--- src/rtl/int_ret_controller.sv ---
// int_ret_controller: interrupt entry / return sequencer for the program counter.
// A rising edge on int_req is latched as pending; the interrupt is entered on the
// next instruction boundary by strobing the PC with the ISR vector and pushing the
// return address onto a small LIFO. A return instruction pops the LIFO and hands
// the address back to the PC. All outputs are registered.
module int_ret_controller #(
  parameter int                        ADDR_WIDTH_MEM = 16,
  parameter int                        DDR_ADDR_WIDTH = 28,
  parameter int                        STACK_DEPTH    = 4,
  parameter int                        LEVEL_WIDTH    = 3,
  parameter logic [DDR_ADDR_WIDTH-1:0] ISR_BASE_ADDR  = 28'h400
) (
  input  logic                      clk,
  input  logic                      rst,
  input  logic                      int_req,
  input  logic                      int_mask,
  input  logic                      ins_boundary,
  input  logic                      ret_req,
  input  logic [ADDR_WIDTH_MEM-1:0] addr_cur_ins,
  output logic                      int_pc,
  output logic [DDR_ADDR_WIDTH-1:0] jmp_addr_pc,
  output logic                      ret_valid,
  output logic [ADDR_WIDTH_MEM-1:0] ret_addr_pc,
  output logic                      int_ack,
  output logic [LEVEL_WIDTH-1:0]    nest_level,
  output logic [1:0]                err_sticky
);

  typedef enum logic [1:0] {
    ST_IDLE  = 2'd0,
    ST_PEND  = 2'd1,
    ST_ENTER = 2'd2,
    ST_RETN  = 2'd3
  } state_t;

  state_t                    state_reg;
  state_t                    state_next;
  logic                      req_prev_reg;
  logic                      pend_reg;
  logic [LEVEL_WIDTH-1:0]    sp_reg;
  logic                      int_pc_reg;
  logic                      int_ack_reg;
  logic                      ret_valid_reg;
  logic [DDR_ADDR_WIDTH-1:0] jmp_addr_reg;
  logic [ADDR_WIDTH_MEM-1:0] ret_addr_reg;
  logic [1:0]                err_reg;

  logic [ADDR_WIDTH_MEM-1:0] stack_mem [STACK_DEPTH];
  logic [ADDR_WIDTH_MEM-1:0] top_data;

  logic req_edge;
  logic pend_now;
  logic stack_empty;
  logic stack_full;
  logic push;
  logic pop;
  logic err_empty;
  logic err_full;

  assign req_edge    = int_req & ~req_prev_reg;
  // An edge arriving this very cycle counts as pending for state decisions.
  assign pend_now    = pend_reg | req_edge;
  assign stack_empty = (sp_reg == '0);
  assign stack_full  = (sp_reg >= LEVEL_WIDTH'(STACK_DEPTH));

  // Next-state decode; push/pop fire on the transition into ENTER/RETN so that
  // the strobe, the stack update and nest_level all appear in the same cycle.
  always_comb begin
    state_next = state_reg;
    err_empty  = 1'b0;
    err_full   = 1'b0;
    case (state_reg)
      ST_IDLE: begin
        if (ret_req && !stack_empty) begin
          state_next = ST_RETN;
        end else begin
          err_empty = ret_req;
          if (pend_now) state_next = ST_PEND;
        end
      end
      ST_PEND: begin
        // A return outranks an entry on the same cycle; the pending flag survives.
        if (ret_req && !stack_empty) begin
          state_next = ST_RETN;
        end else begin
          err_empty = ret_req;
          if (ins_boundary && !int_mask) begin
            if (!stack_full) state_next = ST_ENTER;
            else             err_full   = 1'b1;
          end
        end
      end
      ST_ENTER: state_next = ST_IDLE;
      ST_RETN:  state_next = pend_now ? ST_PEND : ST_IDLE;
      default:  state_next = ST_IDLE;
    endcase
  end

  assign push = (state_next == ST_ENTER);
  assign pop  = (state_next == ST_RETN);

  // Top-of-stack read mux (entry sp-1).
  always_comb begin
    top_data = '0;
    for (int i = 0; i < STACK_DEPTH; i++) begin
      if ((sp_reg - LEVEL_WIDTH'(1)) == LEVEL_WIDTH'(i)) top_data = stack_mem[i];
    end
  end

  // Return-address storage; contents need no reset.
  always_ff @(posedge clk) begin
    for (int i = 0; i < STACK_DEPTH; i++) begin
      if (push && sp_reg == LEVEL_WIDTH'(i)) stack_mem[i] <= addr_cur_ins;
    end
  end

  // Control state, pending flag, stack pointer and registered outputs.
  always_ff @(posedge clk or negedge rst) begin
    if (!rst) begin
      state_reg     <= ST_IDLE;
      req_prev_reg  <= 1'b0;
      pend_reg      <= 1'b0;
      sp_reg        <= '0;
      int_pc_reg    <= 1'b0;
      int_ack_reg   <= 1'b0;
      ret_valid_reg <= 1'b0;
      jmp_addr_reg  <= '0;
      ret_addr_reg  <= '0;
      err_reg       <= 2'b00;
    end else begin
      state_reg     <= state_next;
      req_prev_reg  <= int_req;
      if (push)          pend_reg <= 1'b0;
      else if (req_edge) pend_reg <= 1'b1;
      if (push)     sp_reg <= sp_reg + LEVEL_WIDTH'(1);
      else if (pop) sp_reg <= sp_reg - LEVEL_WIDTH'(1);
      int_pc_reg    <= push;
      int_ack_reg   <= push;
      ret_valid_reg <= pop;
      if (push) jmp_addr_reg <= ISR_BASE_ADDR;
      if (pop)  ret_addr_reg <= top_data;
      err_reg       <= err_reg | {err_full, err_empty};
    end
  end

  assign int_pc      = int_pc_reg;
  assign int_ack     = int_ack_reg;
  assign jmp_addr_pc = jmp_addr_reg;
  assign ret_valid   = ret_valid_reg;
  assign ret_addr_pc = ret_addr_reg;
  assign nest_level  = sp_reg;
  assign err_sticky  = err_reg;

endmodule

--- config.mk ---
export PLATFORM = sky130hd
export DESIGN_NAME = int_ret_controller
export DESIGN_NICKNAME = d
export VERILOG_FILES = /design/src/rtl/int_ret_controller.sv
export SDC_FILE = /design/constraint.sdc
export NUM_CORES = 1
export LEC_CHECK = 0
export CAP_MARGIN = 20
export CORE_MARGIN = 8
export CORE_UTILIZATION = 49
export CTS_BUF_LIST = sky130_fd_sc_hd__clkbuf_2 sky130_fd_sc_hd__clkbuf_4 sky130_fd_sc_hd__clkbuf_8
export CTS_CLUSTER_SIZE = 30
export DETAILED_ROUTE_END_ITERATION = 10
export PLACE_DENSITY_LB_ADDON = 0.08
export SETUP_SLACK_MARGIN = 0.3
export SYNTH_ARGS = -nofsm -noshare
export SYNTH_HDL_FRONTEND = slang
export SYNTH_SLANG_ARGS = --single-unit
--- constraint.sdc ---
create_clock -name clk -period 2.65 [get_ports clk]
set_clock_uncertainty 0.1 [all_clocks]
set_input_delay 0.53 -clock clk [delete_from_list [all_inputs] [get_ports clk]]
set_output_delay 0.53 -clock clk [all_outputs]
set_load 0.05 [all_outputs]
### Yosys cells after proc, flatten, opt, wreduce, memory -nomap -nowiden

Memory sizes are Yosys's and may differ from the RTL's.
Index checks and enable logic that the tools add are counted.

* bits in registers: 28
* RAM bits: 64
* input port bits: 22
* output and inout bits: 52
* word-level logic and storage cells: 83
* memories kept: 1

Memory list
* stack_mem: depth 4, width 16, rd ports 4, clocked after memory_dff 0, wr ports 1, RTL line 48 `logic [ADDR_WIDTH_MEM-1:0] stack_mem [STACK_DEPTH];`

* $add $sub $neg: 2
* magnitude comparators: 1
* equal/unequal tests: 11
* multiplexer cells: 38
* bitwise logic cells: 4
* reduce and logical (&&, ||, !) cells: 17

Operators by type and width (number)
* $mux W16: 7
* $reduce_or A16 Y1: 3
* $mux W1: 20
* $mux W2: 8
* $eq A3 B2 Y1 const B: 4
* $eq A2 B2 Y1 const B: 4
* $pmux W2 S4: 1
* $eq A3 B1 Y1 const B: 2
* $logic_and A1 B1 Y1: 6
* $logic_not A3 Y1: 2
* $mux W3: 2
* $reduce_bool A2 Y1: 2
* $add A3 B1 Y3 const B: 1
* $ge A3 B3 Y1 const B: 1
* $sub A3 B1 Y3 const B: 1
* $eq A2 B1 Y1 const B: 1
* $logic_not A1 Y1: 2
* $logic_not A2 Y1: 1
* $or A2 B2 Y2: 1
* $reduce_or A2 Y1: 1
* $and A1 B1 Y1: 1
* $not A1 Y1: 1
* $or A1 B1 Y1: 1

### Longest topological paths before layout

* word-level depth: 14
* mapped depth: 8
* mapped depth without buffers: 6

### Worst setup path before layout

No wires, ideal clock.

* path type: register to register
* start point: register sp_reg[0], in the netlist nest_level[0]
* end point: memory stack_mem[0][0] (enable)
* setup time: 374 ps
* arrival: 2210 ps
* data required time: 2176 ps
* slack: -33 ps
* stages on the path, launching flop included: 6
* buffers on the path: 0
* period minus slack after synthesis: 2683 ps
* cell sequence: dfrtp_1 inv_1 ha_1 nand2b_4 a2111oi_4 and2_1

* longest elaborated chain between the ends: 13
* elaborated cells between the ends (all ways): 34
* those cells by class: 1 x order compare; 4 x eq/ne; 19 x mux; 10 x reduce/logical

Ends and longest elaborated chain
* start: declaration: RTL line 40 `logic [LEVEL_WIDTH-1:0] sp_reg;`
* start signal: assignment: RTL line 135 `if (push) sp_reg <= sp_reg + LEVEL_WIDTH'(1);`
* start signal: assignment: RTL line 136 `else if (pop) sp_reg <= sp_reg - LEVEL_WIDTH'(1);`
* $ge A3 B3 Y1 / $logic_not A3 Y1 (equally long branches): RTL line 64, 63
* $mux W2 / $logic_not A1 Y1 (equally long branches): RTL line 88, 74, 83
* $mux W2 / $logic_and A1 B1 Y1 (equally long branches): RTL line 87, 74, 83
* $mux W2 (on tied branches): RTL line 83, 74
* $pmux W2 S4 (*): RTL line 72 `case (state_reg)`
* $eq A2 B2 Y1 (*): RTL line 99 `assign push = (state_next == ST_ENTER);`
* via push: RTL line 55 `logic push;`
* $logic_and A1 B1 Y1: RTL line 113 `if (push && sp_reg == LEVEL_WIDTH'(i)) stack_mem[i] <= addr_cur_ins;`
* $mux W1: RTL line 113
* $mux W1 (implied by the code): RTL line 113
* $reduce_or A16 Y1 (no source line)
* $mux W2 (no source line) / $mux W1 (equally long branches) (3 in series)
* end: declaration: RTL line 48

Mark *: on every way through the listed nets, which the timed path passes. The rest lies on a longest branch.

### Worst setup path after layout

* start point: register sp_reg[0], in the netlist nest_level[0]
* end point: memory stack_mem[2][11] (enable)

The elaborated chain is that of the path after synthesis.

==> out/results.ini <==
[setup_path]
critPathBufInv = 2
worstPathArrival_ns = 2.18
critical_path_class = reg2reg
slowest_delay_ns = 0.45
cp_top_family = flip-flops
critPathMaxFanout = 16
worstPathCellList = inv_1, ha_4, nand2b_4, a2111oi_4, buf_4, and2_4
slowest_stage = dfrtp_2
worstPathRequired_ns = 2.59
cp-start-kind = flop
cp-end-kind = flop

[pwr]
power_leakage_nw = 1.68
totalPowerFinal_mw = 5.27
cellPowerDensity_mw_per_mm2 = 1160
peakVddDrop_uv = 387

[sta]
tns_ns = 0
drv_slew = 0
worst_pin_slew_ns = 0.528
hold_slack_ns = 0.371
rsz0062_at_grt = yes
finalCritPeriodShare_pct = 84.8
relSlewSlack_pct = 64.7
max_clock_freq_ghz = 0.445
setup_viol = 0
post-route-min-period_ns = 2.25
finalHoldViolCount = 0

[detailed_routing]
ant_nets = 0
wirelength_um = 7930
dr.pass1.iters = 4
drt_iter0_drc = 114
post_drt_wl_per_cell_um = 18.7
drcViolationCount = 0
vias_per_cell = 5.25
num_vias = 2228

[yosys]
async_flop_share_pct = 30.4
synth_fa_ha_area_share_pct = 2.95
synth-warning-count = 0
synth-simple-area-share_pct = 4.79
synth_edf_count = 64
synth_compound_area_share_pct = 13.4
synth.most_common_cell = edfxtp_1
synth_area_leaders = edfxtp_1 (51%), dfrtp_1 (19%), buf_4 (5.8%)
synth-seq-area-share_pct = 70.2
synthTopCellsByCount = edfxtp_1 (64), buf_4 (29), dfrtp_1 (28)
ys_ff_latch = 92
ys_types = 31
synth_top_area_share_pct = 51.4
synth_area_mm2 = 0.00374
syn_inst = 261
ys.flop_type = edfxtp_1
synth_xor_area_share_pct = 0.469
yosysTopAreaCell = edfxtp_1
synth_mux_area_share_pct = 0
synth_top_family_by_area = compound AO/OA/AOI/OAI gates
avgSynthCellArea_um2 = 14.3

[status]
status = finished clean

[cts]
root_buffer = clkbuf_8
clk_pin_slew_ns = 0.09
clock_sinks = 92
cts_tree = done
htree_levels = 3
clock_latency_ns = 0.36
cts_made_buffers = 9
clock_path_buffers = 2

[global_route]
grt_pass1_wl_um = 12400
grt_pass1_vias = 2255
grt_usage_pct = 16.1
grt_antenna_before_repair = 0
overflow = 0
grt_start_max_net_pins = 29

[finish]
drive_above_1_share_pct = 13.0
nNetsFinal = 347
stdcell_area_mm2 = 0.00453
n_antenna_cell = 0
area.growth.synth_to_final_pct = 21.1
top_register = stack_mem
multi_input_area_um2 = 948
largest_register_ff_count = 64
fillers = 604
seq_area_mm2 = 0.00263

[floorplan]
fp-row-count = 32
die-width_um = 103
core_area_mm2 = 0.00757
die-area_mm2 = 0.0107
die_h_um = 103
initial_core_util_pct = 49.4
ioPinCount = 74

[place]
port_buffers = 46
post_dp_cell_area_mm2 = 0.00425
hpwl_um = 5210
place.gp.congestion = 0.781

[hold_path]
min_path_type = reg2reg

[job]
max-cap-violations = 0

-- worst reg2reg max path: stages, from the launching register on --
cell	delay (ns)
dfrtp_2	0.45
inv_1	0.18
ha_4	0.24
nand2b_4	0.08
a2111oi_4	0.34
buf_4	0.21
and2_4	0.32
-- cell usage in the layout (no fill, tap or decap), types with 12 or more instances in the layout --
master           Yosys  layout
edfxtp_1            64      64
a21oi_1             18      18
a221oi_1            16      16
o21ai_0             15      15
o31ai_1             17      17
dfrtp_1             28      26
conb_1               1      27
nand2_1             19      19
buf_4               29      12
clkdlybuf4s50_1      0      45
-- stage by stage --
step | cells | setup slack, ns | utilization (%)
final | 424 | 0.404 | 59.8
after global routing | 424 | 0.277 | 59.8
after CTS | 424 | 0.339 | 59.7
after detailed placement | 405 | 0.200 | 56.2
after global placement | 404 | 0.215 | 56.1
after floorplan | 287 | 0.304 | -
-- logic make-up (layout without fill, tap and decap cells) --
| group | Yosys count | after routing |
|---|---|---|
| adders and majority gates | 9 | 9 |
| xor gates and xnor gates | 2 | 2 |
| buffers and inverters | 49 | 82 |
| other | 1 | 27 |
| AOI/OAI and AO/OA | 72 | 72 |
| and+or+nand+nor | 36 | 38 |
| DFF | 92 | 92 |
-- layout make-up --
class | count | area share, %
sequential | 92 | 58.0
multi-input combinational | 148 | 21.0
timing repair buffer | 59 | 12.4
tap | 102 | 2.82
clock buffer | 9 | 2.74
clock inverter | 7 | 2.52
inverter | 7 | 0.581
-- layer usage --
layer | GRT usage (%) | share of wire, %
met2 | 26.8 | 49
met4 | 6.45 | 1.4
met1 | 19.4 | 41
met5 | 0 | 0
met3 | 4.15 | 8.0
-- path summary, 6_finish.rpt --
path | startpoint | to | slack [ns] | cells past startpoint
max | nest_level[0]$_DFFE_PN0P_ | stack_mem[2][11]$_DFFE_PP_ | 0.40 | 6
min | jmp_addr_pc[10]$_DFFE_PN0N_ | jmp_addr_pc[10]$_DFFE_PN0N_ | 0.37 | 1
max reg2reg | nest_level[0]$_DFFE_PN0P_ | stack_mem[2][11]$_DFFE_PP_ | 0.40 | 6
min reg2reg | jmp_addr_pc[10]$_DFFE_PN0N_ | jmp_addr_pc[10]$_DFFE_PN0N_ | 0.37 | 1
max in group asynchronous | rst | nest_level[1]$_DFFE_PN0P_ | 1.70 | 2
min in group asynchronous | rst | ret_addr_pc[15]$_DFFE_PN0P_ | 0.45 | 2
-- power by group --
group / total [mW] / leakage [nW] / internal [mW] / switching, mW
sequential: 1.88 / 0.916 / 1.75 / 0.128
clock: 1.11 / 0.115 / 0.624 / 0.485
combinational: 2.27 / 0.645 / 0.770 / 1.50
-- repair_timing --
action / CTS / global route
gates resized for setup: 3 / 1
hold endpoints to repair: 0 / 0
hold buffers: 0 / 0
pin swaps: 1 / 1
cloned: 2 / 0
setup buffers: 1 / 0
endpoints found under the setup margin: 65 / 54
Note: power is estimated with default switching activity, not from simulation.
